$ cat src/rtl/regfile_pkg.sv
// rtl/regfile_pkg.sv - shared constants and state encoding for the register file arbiter
package regfile_pkg;

    localparam int N_DEFAULT         = 16;
    localparam int ADDR_W_DEFAULT    = 3;
    localparam int MAX_BURST_DEFAULT = 4;

    typedef logic [1:0] state_t;

    localparam state_t ST_IDLE = 2'd0;
    localparam state_t ST_OWN0 = 2'd1;
    localparam state_t ST_OWN1 = 2'd2;

    localparam logic PORT0 = 1'b0;
    localparam logic PORT1 = 1'b1;

endpackage

$ cat src/rtl/regfile_access_arbiter_rr_pick2.sv
// rtl/regfile_access_arbiter_rr_pick2.sv - two-way round-robin winner selection with lock ownership
module rr_pick2
    import regfile_pkg::*;
(
    input  logic [1:0] req_i,
    input  logic       last_gnt_i,
    input  logic       own_valid_i,
    input  logic       owner_i,
    input  logic       force_i,
    output logic [1:0] gnt_o
);

    // Owner keeps the grant unless its burst is exhausted and the other side waits;
    // otherwise a lone requester wins and a tie goes to the port not granted last.
    always_comb begin
        gnt_o = 2'b00;
        if (own_valid_i && req_i[owner_i]) begin
            if (force_i && req_i[~owner_i]) begin
                gnt_o[~owner_i] = 1'b1;
            end else begin
                gnt_o[owner_i] = 1'b1;
            end
        end else if (req_i[PORT0] && req_i[PORT1]) begin
            gnt_o[~last_gnt_i] = 1'b1;
        end else begin
            gnt_o = req_i;
        end
    end

endmodule

$ cat src/rtl/regfile_access_arbiter.sv
// rtl/regfile_access_arbiter.sv - two-port arbiter sharing one register file with bounded lock bursts
module regfile_access_arbiter
    import regfile_pkg::*;
#(
    parameter int N         = N_DEFAULT,
    parameter int ADDR_W    = ADDR_W_DEFAULT,
    parameter int MAX_BURST = MAX_BURST_DEFAULT
) (
    input  logic              clk,
    input  logic              rst,
    input  logic              req0,
    input  logic              req1,
    input  logic              we0,
    input  logic              we1,
    input  logic [ADDR_W-1:0] addr0,
    input  logic [ADDR_W-1:0] addr1,
    input  logic [N-1:0]      wdata0,
    input  logic [N-1:0]      wdata1,
    input  logic              lock0,
    input  logic              lock1,
    output logic              gnt0,
    output logic              gnt1,
    output logic              rvalid0,
    output logic              rvalid1,
    output logic [N-1:0]      rdata0,
    output logic [N-1:0]      rdata1,
    output logic              rf_read_enable,
    output logic              rf_write_enable,
    output logic [ADDR_W-1:0] rf_read_addr,
    output logic [ADDR_W-1:0] rf_write_addr,
    output logic [N-1:0]      rf_write_data,
    input  logic [N-1:0]      rf_read_data
);

    localparam int CNT_W = $clog2(MAX_BURST + 1);

    state_t             state_q, state_d;
    logic               last_gnt_q, last_gnt_d;
    logic [CNT_W-1:0]   burst_q, burst_d;
    logic               rd_pend_q, rd_pend_d;
    logic               rd_owner_q, rd_owner_d;

    logic               own_valid;
    logic               owner;
    logic               force_rot;
    logic [1:0]         pick;
    logic               win;
    logic               win_port;
    logic               win_we;
    logic               win_lock;
    logic [ADDR_W-1:0]  win_addr;

    assign own_valid = (state_q != ST_IDLE);
    assign owner     = (state_q == ST_OWN1);
    assign force_rot = (burst_q == CNT_W'(MAX_BURST));

    rr_pick2 u_pick (
        .req_i       ({req1, req0}),
        .last_gnt_i  (last_gnt_q),
        .own_valid_i (own_valid),
        .owner_i     (owner),
        .force_i     (force_rot),
        .gnt_o       (pick)
    );

    // Grants are masked while reset is held so nothing reaches the register file.
    assign gnt0     = pick[PORT0] & ~rst;
    assign gnt1     = pick[PORT1] & ~rst;
    assign win      = gnt0 | gnt1;
    assign win_port = gnt1;
    assign win_we   = win_port ? we1 : we0;
    assign win_lock = win_port ? lock1 : lock0;
    assign win_addr = win_port ? addr1 : addr0;

    assign rf_write_enable = win & win_we;
    assign rf_read_enable  = win & ~win_we;
    assign rf_read_addr    = win_addr;
    assign rf_write_addr   = win_addr;
    assign rf_write_data   = win_port ? wdata1 : wdata0;

    assign rvalid0 = rd_pend_q & (rd_owner_q == PORT0) & ~rst;
    assign rvalid1 = rd_pend_q & (rd_owner_q == PORT1) & ~rst;
    assign rdata0  = rf_read_data;
    assign rdata1  = rf_read_data;

    // Ownership, burst counting and read-return tracking for the next cycle.
    always_comb begin
        state_d    = state_q;
        last_gnt_d = last_gnt_q;
        burst_d    = burst_q;
        rd_pend_d  = rf_read_enable;
        rd_owner_d = win_port;
        if (win) begin
            last_gnt_d = win_port;
            if (win_lock) begin
                state_d = win_port ? ST_OWN1 : ST_OWN0;
                if (own_valid && (owner == win_port)) begin
                    burst_d = force_rot ? burst_q : burst_q + CNT_W'(1);
                end else begin
                    burst_d = CNT_W'(1);
                end
            end else begin
                state_d = ST_IDLE;
                burst_d = '0;
            end
        end else if (own_valid) begin
            // No grant at all means the owner has let go of its request.
            state_d = ST_IDLE;
            burst_d = '0;
        end
    end

    // State registers; port 0 wins the first contention after reset.
    always_ff @(posedge clk) begin
        if (rst) begin
            state_q    <= ST_IDLE;
            last_gnt_q <= PORT1;
            burst_q    <= '0;
            rd_pend_q  <= 1'b0;
            rd_owner_q <= PORT0;
        end else begin
            state_q    <= state_d;
            last_gnt_q <= last_gnt_d;
            burst_q    <= burst_d;
            rd_pend_q  <= rd_pend_d;
            rd_owner_q <= rd_owner_d;
        end
    end

endmodule

$ cat config.mk
export PLATFORM = sky130hd
export DESIGN_NAME = regfile_access_arbiter
export DESIGN_NICKNAME = d
export VERILOG_FILES = /design/src/rtl/regfile_pkg.sv /design/src/rtl/regfile_access_arbiter_rr_pick2.sv /design/src/rtl/regfile_access_arbiter.sv
export SDC_FILE = /design/constraint.sdc
export NUM_CORES = 1
export LEC_CHECK = 0
export CAP_MARGIN = 0
export CORE_ASPECT_RATIO = 0.5
export CORE_MARGIN = 1
export CORE_UTILIZATION = 28
export CTS_CLUSTER_SIZE = 12
export DETAILED_ROUTE_END_ITERATION = 10
export PLACE_DENSITY = 0.83
export SLEW_MARGIN = 0
export SYNTH_ARGS = -nofsm -noshare
export SYNTH_HDL_FRONTEND = slang
export SYNTH_SLANG_ARGS = --single-unit
$ cat constraint.sdc
create_clock -name clk -period 4.4 [get_ports clk]
set_input_delay 0.66 -clock clk [delete_from_list [all_inputs] [get_ports clk]]
set_output_delay 0.66 -clock clk [all_outputs]
set_load 0.005 [all_outputs]
==> results_dict.tcl, run 1 <==
set metrics [dict create \
    yosysTopAreaCellShare_pct 24.6 \
    wire_per_inst_um 14.9 \
    grt_pass1_vias 934 \
    setup_ws_ns 0.594 \
    drv_slew 0 \
    drv_cap 0 \
    gp_congestion 0.834 \
    initial_core_util_pct 30.1 \
    fmax_ghz 0.263 \
    clock-sinks 8 \
    viasPerCell 4.54 \
    clock_path_buffers 2 \
    rsz0062_at_grt "false" \
    grt_pass1_wl_um 4800 \
    fillers 331 \
    setup_violations 0 \
    grt.total_usage_pct 16.0 \
    ctsResizeCount 0 \
    syn-instance-count 131 \
    area_growth_pct 50.5 \
    clockRootBuffer "clkbuf_8" \
    p_leak_nw 0.578 \
    finalSetupTns_ns 0 \
    ys.flop_type "dfxtp_1" \
    period_needed_ns 3.81 \
    antenna_left 0 \
    fp-row-count 15 \
    synth_seq_cells 8 \
    hold_class "flip-flop to flip-flop" \
    portBuffers 73 \
    syn_nets 195 \
    drt_iter0_drc 23 \
    avgSynthCellArea_um2 8.16 \
    critPathRequiredTime_ns 3.74 \
    io_pins 122 \
    ys_seq_area_share_pct 15.0 \
    fin_util_pct 45.3 \
    finClkSkew_ns 0.00479 \
    hold_slack_ns 0.478 \
    wl_um 3250 \
    finalHoldViolCount 0 \
    final_common_cell "clkdlybuf4s50_1" \
    p_total_mw 0.310 \
    antenna_cells 0 \
    drive_gt1_share_pct 15.0 \
    vias 990 \
    worst_pin_slew_ns 0.606 \
    drt_first_pass_iters 5 \
    cp-start-kind "primary input" \
    netlist_area_um2 1070 \
    dp_slack_ns 0.613 \
    cts_made_buffers 3 \
    die_w_um 89.4 \
    gr-total-overflow 0 \
    synthArstFlopShare_pct 0 \
    status "completed" \
    grt_max_degree 24 \
    yosys.cell_types.count 35 \
    htreeDepth 1 \
    most-common-layout-cells "clkdlybuf4s50_1 (73), mux2_2 (19), nor2_1 (9)" \
    clk_pin_slew_worst_paths_ns 0.04 \
    multi_input_area_um2 597 \
    remaining_drc_errors 0 \
    cts_tree "done" \
    ir_drop_mv 0.0619 \
    slew-limit-headroom_pct 59.2 \
    clock_latency_ns 0.24 \
    dp.final_hpwl_um 2650 \
    p_per_area_nw_per_um2 193 \
    core_um2 3550 \
    synth_edf_count 0 \
    dieArea_um2 4080 \
    seq_area_um2 160 \
    synth_top_area_cell "buf_4" \
    fin_crit_sh_pct 86.5 \
    post_cts_buffers 0 \
    crit_path_end_kind "primary output" \
    ys.warnings.count 0 \
    crit_fanout 23 \
    synthTopCellsByArea "buf_4 (25%), mux2_2 (20%), dfxtp_1 (15%), nor2_1 (3.2%), nand2_1 (2.5%)" \
    critPathKind "primary input to primary output" \
    chipHeight_um 45.7 \
    arrival_ns 3.15 \
    nets 233 \
    cts_hold_buf 0 \
    antenna_found_initial 0 \
]
-- cell families after synthesis --
kind of cell	synth area share, %
mux	21.4
compound gates	13.1
fa+ha+maj	2.34
simple gates	19.0
buf+inv	29.2
flops	15.0
-- state kept, by name, summed over array words and instances, names as in the netlist --
register / count
burst_q: 3
state_q: 2
last_gnt_q: 1
rd_owner_q: 1
rd_pend_q: 1
-- area by class of cell --
cell class | instances | area share [%]
multi-input combinational | 80 | 37.1
sequential | 8 | 9.96
inverter | 2 | 0.467
clock buffer | 3 | 2.57
timing repair buffer | 74 | 45.9
tap | 51 | 3.97
-- metal layers --
layer	GRT usage, %	part of all wire (%)
met1	21.5	48
met2	26.4	45
met3	1.81	4.9
met4	7.30	2.3
met5	0	0
-- critical path, stage by stage --
cell and delay (ns):
clkdlybuf4s50_1 0.65, nand3b_1 0.18, mux2_4 0.33, a21oi_4 0.15, buf_4 0.30, mux2_2 0.41
clkdlybuf4s50_1 0.45
-- synth_stat cells (3+ instances only) --
cell type and n:
buf_4 35, mux2_2 19, nor2_1 9, dfxtp_1 8, nand2_1 7, a21oi_1 5, nand3_1 5, nand2b_1 4
o31ai_1 3
-- worst paths after layout --
path	startpoint	to	slack, ns	depth (start not counted)
worst max register to register	burst_q[0]	burst_q[2]	2.43	7
worst max-delay path	req1	rf_write_data[0]	0.59	7
worst min-delay path	last_gnt_q	last_gnt_q	0.48	1
worst min register to register	last_gnt_q	last_gnt_q	0.48	1
-- report_power, final --
| part | internal (mW) | switching [mW] | leakage (nW) |
|---|---|---|---|
| clock | 0.0596 | 0.0329 | 0.0216 |
| sequential | 0.0766 | 0.00387 | 0.0655 |
| combinational | 0.0919 | 0.0452 | 0.491 |
| total | 0.228 | 0.0820 | 0.578 |
-- stage by stage --
stage / cells / cell area [µm²]
after global routing: 218 / 1610
after CTS: 218 / 1610
after global placement: 215 / 1570
final: 218 / 1610
after detailed placement: 215 / 1570
after floorplan: 131 / 1070
(Power assumes the default switching activity.)
==> run 2: changes to the inputs <==
--- a/config.mk
+++ b/config.mk
@@ -5,6 +5,7 @@
 export SDC_FILE = /design/constraint.sdc
 export NUM_CORES = 1
 export LEC_CHECK = 0
+export ABC_AREA = 1
 export CAP_MARGIN = 0
 export CORE_ASPECT_RATIO = 0.5
 export CORE_MARGIN = 1
==> results_dict.tcl, run 2 <==
set metrics [dict create \
    antenna_found_initial 0 \
    power.share.clock_pct 26.3 \
    hold_class "flip-flop to flip-flop" \
    finalHoldViolCount 0 \
    crit_buf_inv 4 \
    critPathRequiredTime_ns 3.74 \
    ctsResizeCount 0 \
    rsz0062_at_grt "false" \
    clock-sinks 8 \
    clock_path_buffers 2 \
    slew-limit-headroom_pct 74.8 \
    antenna_cells 0 \
    grt_pass1_vias 1104 \
    yosys-top-cells-count "nand2_1 (76), buf_4 (35), nor2_1 (11)" \
    clock_latency_ns 0.23 \
    syn_nets 245 \
    remaining_drc_errors 0 \
    switchingPower_mw 0.107 \
    cts_tree "done" \
    status "completed" \
    chipHeight_um 45.5 \
    critPathMaxStageDelay_ns 0.58 \
    ys_seq_area_share_pct 15.1 \
    dp_slack_ns 0.652 \
    cp_cell_sequence "clkdlybuf4s50_1 > nand3_2 > nand3_1 > nand3_4 > inv_2 > nand2_1 > o21ai_1 > inv_1 > nor2_1 > clkdlybuf4s50_1" \
    synth_top_area_cell "nand2_1" \
    crit_path_end_kind "primary output" \
    nets 284 \
    most-common-layout-cells "nand2_1 (76), clkdlybuf4s50_1 (73), nor2_1 (11)" \
    final_common_cell "nand2_1" \
    area_growth_pct 52.2 \
    post_cts_buffers 0 \
    fp-row-count 15 \
    p_per_area_nw_per_um2 215 \
    period_needed_ns 3.74 \
    ys.warnings.count 0 \
    htreeDepth 1 \
    grt.total_usage_pct 15.6 \
    wl_um 3000 \
    critPathKind "primary input to primary output" \
    largest_reg_flops 3 \
    avgSynthCellArea_um2 5.86 \
    p_comb_share_pct 49.2 \
    cts_made_buffers 3 \
    dpl-instance-area_um2 1570 \
    gp_congestion 0.799 \
    synthTopCellsByArea "nand2_1 (27%), buf_4 (25%), dfxtp_1 (15%), nor2_1 (3.9%), nand3_2 (3.8%)" \
    setup_ws_ns 0.665 \
    p_leak_nw 0.756 \
    crit_slowest_cell "clkdlybuf4s50_1" \
    grt_max_degree 25 \
    largest_register "burst_q" \
    cp-start-kind "primary input" \
    dp.final_hpwl_um 2420 \
    portBuffers 73 \
    initial_core_util_pct 30.1 \
    grt_pass1_wl_um 4840 \
    viasPerCell 4.37 \
    p_int_mw 0.240 \
    clk_pin_slew_worst_paths_ns 0.04 \
    finClkSkew_ns 0.00487 \
    netlist_area_um2 1060 \
    fmax_ghz 0.268 \
    drt_iter0_drc 40 \
    setup_violations 0 \
    crit_fanout 24 \
    arrival_ns 3.08 \
    wire_per_inst_um 11.2 \
    synth_seq_cells 8 \
    worst_pin_slew_ns 0.378 \
    yosysTopAreaCellShare_pct 26.9 \
    yosysMostFrequentCell "nand2_1" \
    die_w_um 89.1 \
    syn-instance-count 181 \
    gr-total-overflow 0 \
    drv_cap 0 \
    core_um2 3530 \
    io_pins 122 \
    largest_registers "burst_q: 3 flops, state_q: 2 flops" \
    vias 1175 \
    ir_drop_mv 0.0894 \
    p_sw_share_pct 30.9 \
    synth_edf_count 0 \
    design_area_um2 1620 \
    yosys.cell_types.count 23 \
    finalSetupTns_ns 0 \
    drt_first_pass_iters 4 \
    ys.flop_type "dfxtp_1" \
    critical_path.top_delay_family "buffers and inverters" \
    drv_slew 0 \
    fin_crit_sh_pct 84.9 \
    antenna_left 0 \
    synthArstFlopShare_pct 0 \
    clockRootBuffer "clkbuf_8" \
    path_common_cell "clkdlybuf4s50_1" \
    cts_hold_buf 0 \
    pwr-share-seq_pct 24.5 \
    dieArea_um2 4050 \
    drive_gt1_share_pct 9.63 \
]
-- run 2: power by group through the flow --
stage	Sequential (mW)	Clock [mW]	Combinational (mW)
3_5_place_dp	0.0862	0	0.171
6_report	0.0851	0.0914	0.171
3_3_place_gp	0.0859	0	0.168
4_1_cts	0.0850	0.0931	0.173
2_1_floorplan	0.0849	0	0.0979
5_1_grt	0.0858	0.0966	0.189
-- run 2: routing by layer --
metal  wire [µm]  up-vias  share of wire, %  global-route usage, %
met5           0        -                 0                      0
met2        1500       52                50                   29.4
met4         146        0               4.9                   11.4
met1        1090      509                36                   15.6
met3         267       23               8.9                   3.99
li1            -      591                 -                      -
-- run 2: path summary, 6_finish.rpt --
check / end / cells after the start / from / slack [ns]
worst max-delay path: rf_write_enable / 10 / req1 / 0.66
worst min-delay path: burst_q[1] / 2 / burst_q[1] / 0.52
worst max register to register: burst_q[0] / 12 / burst_q[0] / 2.18
worst min register to register: burst_q[1] / 2 / burst_q[1] / 0.52
-- run 2: cell type report --
class                      instances  area [µm²]
inverter                          15        56.3
clock buffer                       3        41.3
multi-input combinational        119         563
timing repair buffer              73         731
sequential                         8         160
fill                             371        1910
tap                               51        63.8
-- run 2: kinds of logic (layout without fill, tap and decap cells) --
group | Yosys count | count (layout) | synth area share (%)
and+or+nand+nor | 110 | 110 | 46.6
buffers and inverters | 54 | 91 | 31.8
DFF | 8 | 8 | 15.1
AOI/OAI and AO/OA | 6 | 6 | 3.30
adders and majority gates | 2 | 2 | 2.36
xor gates and xnor gates | 1 | 1 | 0.826
-- run 2: metrics by stage --
step	util (%)	hold slack, ns	instances	power (mW)
2_1_floorplan	-	0.477	181	0.183
3_3_place_gp	44.6	0.493	266	0.254
3_5_place_dp	44.6	0.516	266	0.258
4_1_cts	45.8	0.530	269	0.351
5_1_grt	45.8	0.563	269	0.372
6_report	45.8	0.519	269	0.348
-- run 2: worst reg2reg max path: cells and delay by family (launching register included) --
family / cells / cell delay (ns)
DFF: 1 / 0.38
AOI/OAI and AO/OA: 1 / 0.15
adders and majority gates: 1 / 0.22
and+or+nand+nor: 8 / 0.92
buffers and inverters: 2 / 0.46
